[src/rtl/bram_arb2_ctrl.sv]
// bram_arb2_ctrl: round-robin two-port sequencer for one single-port BRAM; read data returns RD_LAT cycles after accept (RD_LAT+1 with BRAM_ARB_OUTREG_EN).
// Backpressure: one command accepted per cycle through reqN_ready; responses are never stalled.
module bram_arb2_ctrl #(
    parameter int AW     = 8,
    parameter int DW     = 8,
    parameter int RD_LAT = 1
) (
    input  logic          clock,
    input  logic          reset,
    input  logic          req0_valid,
    output logic          req0_ready,
    input  logic          req0_wen,
    input  logic [AW-1:0] req0_addr,
    input  logic [DW-1:0] req0_wdata,
    output logic          rsp0_valid,
    output logic [DW-1:0] rsp0_rdata,
    input  logic          req1_valid,
    output logic          req1_ready,
    input  logic          req1_wen,
    input  logic [AW-1:0] req1_addr,
    input  logic [DW-1:0] req1_wdata,
    output logic          rsp1_valid,
    output logic [DW-1:0] rsp1_rdata,
    output logic [AW-1:0] ram_addr,
    output logic [DW-1:0] ram_wdata,
    output logic          ram_wen,
    input  logic [DW-1:0] ram_rdata
);

    logic              r_last_grant;
    logic [RD_LAT-1:0] r_tag_vld;
    logic [RD_LAT-1:0] r_tag_id;

    logic w_gnt0;
    logic w_gnt1;
    logic w_acc0;
    logic w_acc1;
    logic w_rd_acc;
    logic w_tail_vld;
    logic w_rsp0_vld;
    logic w_rsp1_vld;

    // A lone requester always wins; on a tie the port not granted last wins.
    assign w_gnt0 = req0_valid & (~req1_valid | r_last_grant);
    assign w_gnt1 = req1_valid & (~req0_valid | ~r_last_grant);

    assign req0_ready = ~reset & w_gnt0;
    assign req1_ready = ~reset & w_gnt1;
    assign w_acc0     = req0_valid & req0_ready;
    assign w_acc1     = req1_valid & req1_ready;
    assign w_rd_acc   = (w_acc0 & ~req0_wen) | (w_acc1 & ~req1_wen);

    always_comb begin
        ram_addr  = '0;
        ram_wdata = '0;
        ram_wen   = 1'b0;
        if (w_acc0) begin
            ram_addr  = req0_addr;
            ram_wdata = req0_wdata;
            ram_wen   = req0_wen;
        end else if (w_acc1) begin
            ram_addr  = req1_addr;
            ram_wdata = req1_wdata;
            ram_wen   = req1_wen;
        end
    end

    // Tag pipeline mirrors the BRAM read latency so the tail lines up with ram_rdata.
    always_ff @(posedge clock) begin
        if (reset) begin
            r_last_grant <= 1'b1;
            r_tag_vld    <= '0;
            r_tag_id     <= '0;
        end else begin
            if (w_acc0) begin
                r_last_grant <= 1'b0;
            end else if (w_acc1) begin
                r_last_grant <= 1'b1;
            end
            r_tag_vld[0] <= w_rd_acc;
            r_tag_id[0]  <= w_acc1;
            for (int i = 1; i < RD_LAT; i++) begin
                r_tag_vld[i] <= r_tag_vld[i-1];
                r_tag_id[i]  <= r_tag_id[i-1];
            end
        end
    end

    assign w_tail_vld = r_tag_vld[RD_LAT-1] & ~reset;
    assign w_rsp0_vld = w_tail_vld & ~r_tag_id[RD_LAT-1];
    assign w_rsp1_vld = w_tail_vld &  r_tag_id[RD_LAT-1];

`ifdef BRAM_ARB_OUTREG_EN
    logic          r_rsp0_vld;
    logic          r_rsp1_vld;
    logic [DW-1:0] r_rsp0_rdata;
    logic [DW-1:0] r_rsp1_rdata;

    always_ff @(posedge clock) begin
        if (reset) begin
            r_rsp0_vld   <= 1'b0;
            r_rsp1_vld   <= 1'b0;
            r_rsp0_rdata <= '0;
            r_rsp1_rdata <= '0;
        end else begin
            r_rsp0_vld   <= w_rsp0_vld;
            r_rsp1_vld   <= w_rsp1_vld;
            r_rsp0_rdata <= w_rsp0_vld ? ram_rdata : '0;
            r_rsp1_rdata <= w_rsp1_vld ? ram_rdata : '0;
        end
    end

    assign rsp0_valid = r_rsp0_vld & ~reset;
    assign rsp1_valid = r_rsp1_vld & ~reset;
    assign rsp0_rdata = rsp0_valid ? r_rsp0_rdata : '0;
    assign rsp1_rdata = rsp1_valid ? r_rsp1_rdata : '0;
`else
    assign rsp0_valid = w_rsp0_vld;
    assign rsp1_valid = w_rsp1_vld;
    assign rsp0_rdata = w_rsp0_vld ? ram_rdata : '0;
    assign rsp1_rdata = w_rsp1_vld ? ram_rdata : '0;
`endif

endmodule

[config.mk]
export PLATFORM = sky130hd
export DESIGN_NAME = bram_arb2_ctrl
export DESIGN_NICKNAME = d
export VERILOG_FILES = /design/src/rtl/bram_arb2_ctrl.sv
export SDC_FILE = /design/constraint.sdc
export NUM_CORES = 1
export LEC_CHECK = 0
export ABC_AREA = 1
export CORE_UTILIZATION = 25
export DETAILED_ROUTE_END_ITERATION = 6
export GPL_TIMING_DRIVEN = 0
export PLACE_DENSITY_LB_ADDON = 0.08
export SLEW_MARGIN = 5
export SYNTH_ARGS = -nofsm -noshare
export SYNTH_HDL_FRONTEND = slang
export SYNTH_SLANG_ARGS = --single-unit
[constraint.sdc]
create_clock -name clock -period 1.26 [get_ports clock]
set_input_delay 0.252 -clock clock [delete_from_list [all_inputs] [get_ports clock]]
set_output_delay 0.252 -clock clock [all_outputs]
set_load 0.02 [all_outputs]
==> results.yml, run 1 <==
critical_path:
  worst_ep_arrival_time_ns: 1.20
  critPathCaptureType: "output pin"
  cp_data_required_time_ns: 1.01
  crit_fanout: 5
  path_class: "reg -> out"
  setup.worst_path.start_class: "flop"
final_layout:
  num-fill-cells: 133
  seq_area_um2: 68.8
  diodes: 0
  nets: 254
  multiInputGateArea_um2: 673
  layout_commonest_cell: "clkdlybuf4s50_1"
  area_growth_pct: 209
  final_layout_size_suffix_gt1_share_pct: 60.4
  post-route-util_pct: 83.9
  final_cell_mix: "42 x clkdlybuf4s50_1, 37 x buf_6, 21 x nand3_1"
routing:
  drt-pass1-iter-count: 4
  routedWlPerCell_um: 13.8
  vias_per_cell: 4.84
  drt_wl_total_um: 3240
  drc: 0
  drt-initial-drc-count: 9
  num_vias: 1138
  drt.antenna.violating_nets: 0
yosys:
  synthMuxAreaShare_pct: 0
  synth_cell_types: 15
  synth_compound_area_share_pct: 1.22
  synth-xor-area-share_pct: 0
  synth_top_family_by_area: "simple AND/OR/NAND/NOR gates"
  synth_simple_gate_area_share_pct: 67.3
  syn_inst: 107
  syn_area_um2: 613
  synth_top_area_cell: "nand3_1"
  ys_warn_count: 0
  synth_fp_nets: 153
  synthAdderAreaFrac_pct: 0
  avgSynthCellArea_um2: 5.73
  ys_top_cells_by_area: "nand3_1 27%, nand2_1 13%, nor2_1 12%"
  ys_seq_elements: 3
  yosysSeqAreaShare_pct: 9.80
  synth.top_cell.area_share_pct: 26.9
clocking:
  numCtsBuffers: 3
  root_buffer: "clkbuf_4"
  clock_path_buffers: 2
  cts_hold_buf: 0
  clk_latency_ns: 0.25
  clkTransAtPathRegs_ns: 0.04
  clock-sinks: 3
  tritoncts: "done"
  cts-htree-levels: 1
placed_design:
  port_buffers: 81
  hpwl_um: 1960
  gp_congestion: 0.721
floorplanning:
  initial_utilization_pct: 27.2
  rows: 17
  die-area_mm2: 0.00265
  die_x_um: 51.5
  chipHeight_um: 51.5
  ioPinCount: 83
  core_area_mm2: 0.00225
global_route:
  grt_pass1_vias: 1034
  antenna_found_initial: 0
  overflow: 0
  grt_max_degree: 11
  grt_use_total_pct: 22.5
  grt_pass1_wl_um: 4410
run_status:
  status: "finished with violations"
  violations: "negative setup slack"
sta:
  setup_viol: 35
  slew_violations: 0
  fin_crit_sh_pct: 115
  slew_headroom_pct: 85.9
  hold_viol_final: 0
  rsz0062_at_grt: "yes"
  fin_hold_ws_ns: 0.221
  tightest_slew_ns: 0.210
  setup_ws_ns: -0.191
  fmax_mhz: 689
  finClkSkew_ns: 0.00210
  post-route-min-period_ns: 1.45
worst_hold_path:
  holdCritPathClass: "in -> reg"
power:
  powerDensity_mw_per_mm2: 476
  leakage_uw: 0.000909
  ir_drop_v: 0.000530
  p_total_uw: 901
job:
  max_cap_violations: 0
synthesized netlist by cell type:
library cell and count:
buf_12 1, buf_2 1, buf_6 3, clkbuf_8 1
dfxtp_1 3, inv_1 15, inv_2 1, nand2_1 21
nand2_2 1, nand3_1 33, nand3_2 4, nand3b_2 1
nor2_1 19, nor2_8 2, o211ai_1 1
metal layers:
layer	GRT usage (%)	wire, µm	share of wire, %
met1	22.5	1220	38
met2	41.3	1690	52
met3	8.19	241	7.4
met4	9.46	86	2.7
met5	0	0	0
sequential cells by signal (all words and copies together), names as in the netlist:
signal and flops:
r_last_grant 1, r_tag_id 1, r_tag_vld 1
path summary, 6_finish.rpt:
path | from | endpoint | depth (start not counted) | slack (ns)
setup / recovery | r_last_grant | ram_wdata[3] | 6 | -0.19
hold / removal | reset | r_tag_id | 2 | 0.22
setup reg to reg | r_last_grant | r_last_grant | 6 | 0.22
hold reg to reg | r_last_grant | r_tag_id | 3 | 0.58
logic make-up (layout without fill, tap and decap cells):
| group | count (synthesis) | in the layout |
|---|---|---|
| simple gates | 81 | 84 |
| buf+inv | 22 | 119 |
| flops | 3 | 3 |
| compound gates | 1 | 1 |
critical path, cell delays in order (launching register included):
cell and delay [ns]:
dfxtp_2 0.35, inv_2 0.06, nand2_4 0.11, buf_6 0.14, nand3_2 0.09, nand2_2 0.08, buf_6 0.11
where the power goes:
| part | internal [µW] | switching (µW) | total (µW) |
|---|---|---|---|
| combinational | 325 | 272 | 597 |
| sequential | 101 | 13.5 | 115 |
| clock | 120 | 69.0 | 189 |
layout make-up:
type                    count  share of cell area (%)
repair buffers             93                    49.3
multi-input cells          85                    35.6
plain buffers               6                    4.70
flip-flops and latches      3                    3.64
inverters                  16                    3.51
well taps                  28                    1.85
clock buffers               4                    1.39
through the flow:
step / setup slack [ns] / cells / instance area [µm²] / setup TNS (ns)
after detailed placement: -0.953 / 216 / 1460 / -24.70
after floorplan: 0.0513 / 107 / 613 / 0
final: -0.191 / 235 / 1890 / -3.54
after global placement: -0.912 / 216 / 1460 / -23.75
after global routing: -0.243 / 235 / 1890 / -5.16
after CTS: -0.167 / 231 / 1670 / -3.15
repair_timing:
action / in CTS / in global routing
hold endpoints to repair: 0 / 0
setup endpoints to repair: 37 / 36
pin swaps: 23 / 23
gates cloned: 5 / 1
setup buffers: 6 / 3
gates resized for setup: 250 / 55
No activity file was read; power rests on OpenSTA's default activity.
==> inputs of run 2 (changes only) <==
--- a/config.mk
+++ b/config.mk
@@ -6,10 +6,12 @@
 export NUM_CORES = 1
 export LEC_CHECK = 0
 export ABC_AREA = 1
+export CORE_MARGIN = 2
 export CORE_UTILIZATION = 25
 export DETAILED_ROUTE_END_ITERATION = 6
 export GPL_TIMING_DRIVEN = 0
 export PLACE_DENSITY_LB_ADDON = 0.08
+export REMOVE_ABC_BUFFERS = 1
 export SLEW_MARGIN = 5
 export SYNTH_ARGS = -nofsm -noshare
 export SYNTH_HDL_FRONTEND = slang
==> results.yml, run 2 (synthesized netlist as in run 1, its figures left out) <==
clocking:
  root_buffer: "clkbuf_4"
  cts_hold_buf: 0
  cts-htree-levels: 1
  clkTransAtPathRegs_ns: 0.04
  clock_path_buffers: 2
  clk_latency_ns: 0.23
  clock-sinks: 3
  tritoncts: "done"
  numCtsBuffers: 3
worst_hold_path:
  min_path_cells: 2
  holdCritPathClass: "in -> reg"
sta:
  post-route-min-period_ns: 1.40
  slew_violations: 0
  hold_viol_final: 0
  rsz0062_at_grt: "yes"
  finClkSkew_ns: 0.00138
  setup_ws_ns: -0.141
  slew_headroom_pct: 80.8
  fin_crit_sh_pct: 111
  fmax_mhz: 714
  tightest_slew_ns: 0.287
  setup_viol: 34
final_layout:
  multiInputGateArea_um2: 759
  num-fill-cells: 152
  layout_commonest_cell: "clkdlybuf4s50_1"
  area_growth_pct: 206
  final_cell_mix: "40 x clkdlybuf4s50_1, 31 x buf_6, 20 x nand3_2"
  diodes: 0
  seq_area_um2: 71.3
  nets: 247
  largest_registers: "r_last_grant: 1 flops, r_tag_id: 1 flops, r_tag_vld: 1 flops"
  final_layout_size_suffix_gt1_share_pct: 60.0
routing:
  num_vias: 1169
  drt_wl_total_um: 3800
  routedWlPerCell_um: 16.6
  drt.antenna.violating_nets: 0
  drt-pass1-iter-count: 4
  vias_per_cell: 5.13
  drt-initial-drc-count: 14
  drc: 0
floorplanning:
  rows: 17
  initial_utilization_pct: 26.9
  chipHeight_um: 53.5
  die-area_mm2: 0.00286
  die_x_um: 53.5
  ioPinCount: 83
  core_area_mm2: 0.00228
run_status:
  status: "finished with violations"
  violations: "negative setup slack"
global_route:
  grt_use_total_pct: 20.4
  antenna_found_initial: 0
  overflow: 0
  grt_pass1_wl_um: 4270
  grt_pass1_vias: 994
  grt_max_degree: 19
critical_path:
  path_class: "reg -> out"
  cp_data_required_time_ns: 1.01
  setup.worst_path.start_class: "flop"
  worst_ep_arrival_time_ns: 1.15
  critPathCaptureType: "output pin"
  r2r_slack_ns: 0.41
  crit_fanout: 5
  reg2reg_depth: 4
power:
  p_total_uw: 904
  switchingPower_uw: 375
  intPower_uw: 530
  seqPwrFrac_pct: 13.1
  pwr-share-clk_pct: 19.2
  ir_drop_v: 0.000356
  leakage_uw: 0.000901
  p_sw_share_pct: 41.4
  combPwrFrac_pct: 67.7
  powerDensity_mw_per_mm2: 482
placed_design:
  port_buffers: 82
  pre_cts_ws_ns: -1.12
  hpwl_um: 1950
  gp_congestion: 0.644
job:
  max_cap_violations: 0
## run 2: changes by cell type in the layout (fill, tap and decap cells not counted), moves of 3 or more
cell / before / now
nor2_2: 9 / 5
nand3_2: 14 / 20
nor2_1: 4 / 7
nand3_1: 21 / 16
nor2_4: 7 / 11
buf_4: 14 / 8
buf_6: 37 / 31
## run 2: cell type report
class / instances / share of cell area (%)
Timing Repair Buffer: 86 / 48.7
Multi-Input combinational cell: 91 / 40.5
Sequential cell: 3 / 3.80
Inverter: 16 / 3.73
Tap cell: 28 / 1.87
Clock buffer: 4 / 1.40
## run 2: metrics by stage
step,hold WS [ns],std cells,utilization (%),setup TNS (ns),instance area [µm²]
after floorplan,0.324,101,-,-0.782,541
after global placement,0.497,211,61.4,-39.37,1400
after detailed placement,0.506,211,61.4,-40.84,1400
after CTS,0.357,223,66.6,-1.61,1520
after global routing,0.385,228,82.5,-4.26,1880
final,0.386,228,82.5,-2.74,1880
## run 2: power by group through the flow
stage	Clock, µW	Combinational (µW)	Sequential [µW]
after global routing	196	644	119
after global placement	0	430	108
after floorplan	0	169	107
final	174	612	118
after detailed placement	0	438	108
after CTS	172	500	112
## run 2: metal layers
| layer | up-vias | part of all wire [%] | wire length (µm) | GRT usage, % |
|---|---|---|---|---|
| li1 | 541 | - | - | - |
| met1 | 541 | 34 | 1280 | 20.5 |
| met2 | 79 | 55 | 2080 | 38.3 |
| met3 | 8 | 9.3 | 353 | 6.78 |
| met4 | 0 | 2.1 | 80 | 8.12 |
| met5 | - | 0 | 0 | 0 |
## run 2: repair_timing
action                                  CTS  global route
endpoints found under the setup margin   39            37
resized for setup                       234            83
buffers inserted                          1             0
gates cloned                              7             5
pin swaps                                 7            23
## run 2: worst max-delay path: stages, from the launching register on
cell and delay (ns):
dfxtp_4 0.39, nand2_8 0.08, clkbuf_16 0.17, nand3_2 0.08
nand2_2 0.06, buf_6 0.13
## run 2: path summary, 6_finish.rpt
kind                 from      endpoint
max          r_last_grant  ram_wdata[1]
max reg2reg  r_last_grant     r_tag_vld
min            req0_valid  r_last_grant
min reg2reg  r_last_grant  r_last_grant
==> inputs of run 3 (changes only) <==
--- a/config.mk
+++ b/config.mk
@@ -12,6 +12,7 @@
 export GPL_TIMING_DRIVEN = 0
 export PLACE_DENSITY_LB_ADDON = 0.08
 export REMOVE_ABC_BUFFERS = 1
+export SKIP_CTS_REPAIR_TIMING = 1
 export SLEW_MARGIN = 5
 export SYNTH_ARGS = -nofsm -noshare
 export SYNTH_HDL_FRONTEND = slang
==> results.yml, run 3 (synthesized netlist as in run 1, its figures left out) <==
routing:
  vias_per_cell: 5.01
  drt-initial-drc-count: 6
  drt-pass1-iter-count: 4
  wl_met3_um: 367
  drt_wl_total_um: 3420
  routedWlPerCell_um: 14.9
  num_vias: 1153
  drc: 0
  dr.max_layer_used: "met4"
  wl_met1_um: 1110
  wl_met2_um: 1850
  drt.antenna.violating_nets: 0
run_status:
  violations: "negative setup slack"
  status: "finished with violations"
clocking:
  clkTransAtPathRegs_ns: 0.04
  clock-sinks: 3
  root_buffer: "clkbuf_4"
  cts-htree-levels: 1
  clk_latency_ns: 0.23
  numCtsBuffers: 3
  clock_path_buffers: 2
  tritoncts: "done"
global_route:
  grt_use_total_pct: 17.0
  overflow: 0
  grt_pass1_wl_um: 3590
  grt_max_degree: 21
  grt_pass1_vias: 884
  antenna_found_initial: 0
final_layout:
  layout_commonest_cell: "clkdlybuf4s50_1"
  nets: 249
  diodes: 0
  final_layout_size_suffix_gt1_share_pct: 52.0
  largest_registers: "r_last_grant: 1 flops, r_tag_id: 1 flops, r_tag_vld: 1 flops"
  area_growth_pct: 186
  final_cell_mix: "40 x clkdlybuf4s50_1, 30 x buf_6, 25 x nand3_1"
sta:
  fmax_mhz: 725
  rsz0062_at_grt: "yes"
  hold_viol_final: 0
  tightest_slew_ns: 0.238
  post-route-min-period_ns: 1.38
  fin_hold_ws_ns: 0.316
  fin_crit_sh_pct: 109
  finClkSkew_ns: 0.00265
  setup_ws_ns: -0.118
  final.setup.tns_ns: -2.26
  setup_viol: 31
  slew_violations: 0
  slew_headroom_pct: 84.1
placed_design:
  gp_congestion: 0.644
  hpwl_um: 1950
  port_buffers: 82
critical_path:
  setup.worst_path.start_class: "flop"
  path_class: "reg -> out"
  cp_data_required_time_ns: 1.01
  critPathCaptureType: "output pin"
  worst_ep_arrival_time_ns: 1.13
  crit_fanout: 6
  r2r_slack_ns: 0.42
power:
  powerDensity_mw_per_mm2: 483
  leakage_uw: 0.000880
  ir_drop_v: 0.000373
floorplanning:
  initial_utilization_pct: 26.9
  rows: 17
  chipHeight_um: 53.5
  die-area_mm2: 0.00286
  die_x_um: 53.5
  ioPinCount: 83
  core_area_mm2: 0.00228
worst_hold_path:
  holdCritPathClass: "in -> reg"
job:
  max_cap_violations: 0
run 3: changes by cell type in the layout (fill, tap and decap cells not counted), sizes merged:
cell,change
clkbuf,+1
nor2,+1
run 3: per-layer routing:
layer	global-route usage, %	vias to the layer above
li1	-	547
met1	16.3	526
met5	0	-
met2	32.1	70
met4	6.41	0
met3	6.78	10
run 3: power by group:
group	switching [µW]	internal [µW]	leakage (µW)
registers	14.7	101	0.0000263
clock network	52.2	119	0.0000150
logic	277	281	0.000839
total	344	501	0.000880
run 3: worst max-delay path, stage by stage (launching register included):
cell and delay (ns):
dfxtp_4 0.35, nand2_4 0.11, buf_6 0.14, nand3_2 0.09
nand2_2 0.08, buf_6 0.11
run 3: area by class of cell:
cell class / instances / area [µm²]
clock buffer: 4 / 26.3
sequential: 3 / 71.3
multi-input combinational: 92 / 682
timing repair buffer: 87 / 871
inverter: 16 / 65.1
tap: 28 / 35.0
fill: 176 / 526
run 3: path summary, 6_finish.rpt:
path	startpoint	end	depth (start not counted)
setup / recovery	r_last_grant	ram_addr[0]	5
hold / removal	req0_valid	r_last_grant	2
setup reg to reg	r_last_grant	r_tag_vld	4
hold reg to reg	r_last_grant	r_last_grant	2
run 3: metrics by stage:
step	area [µm²]	instances	util, %	total power [µW]	setup slack [ns]
after floorplan	541	101	-	277	-0.129
after global placement	1400	211	61.4	538	-1.08
after detailed placement	1400	211	61.4	546	-1.12
after CTS	1420	215	62.5	719	-1.11
after global routing	1750	230	76.9	894	-0.161
final	1750	230	76.9	845	-0.118
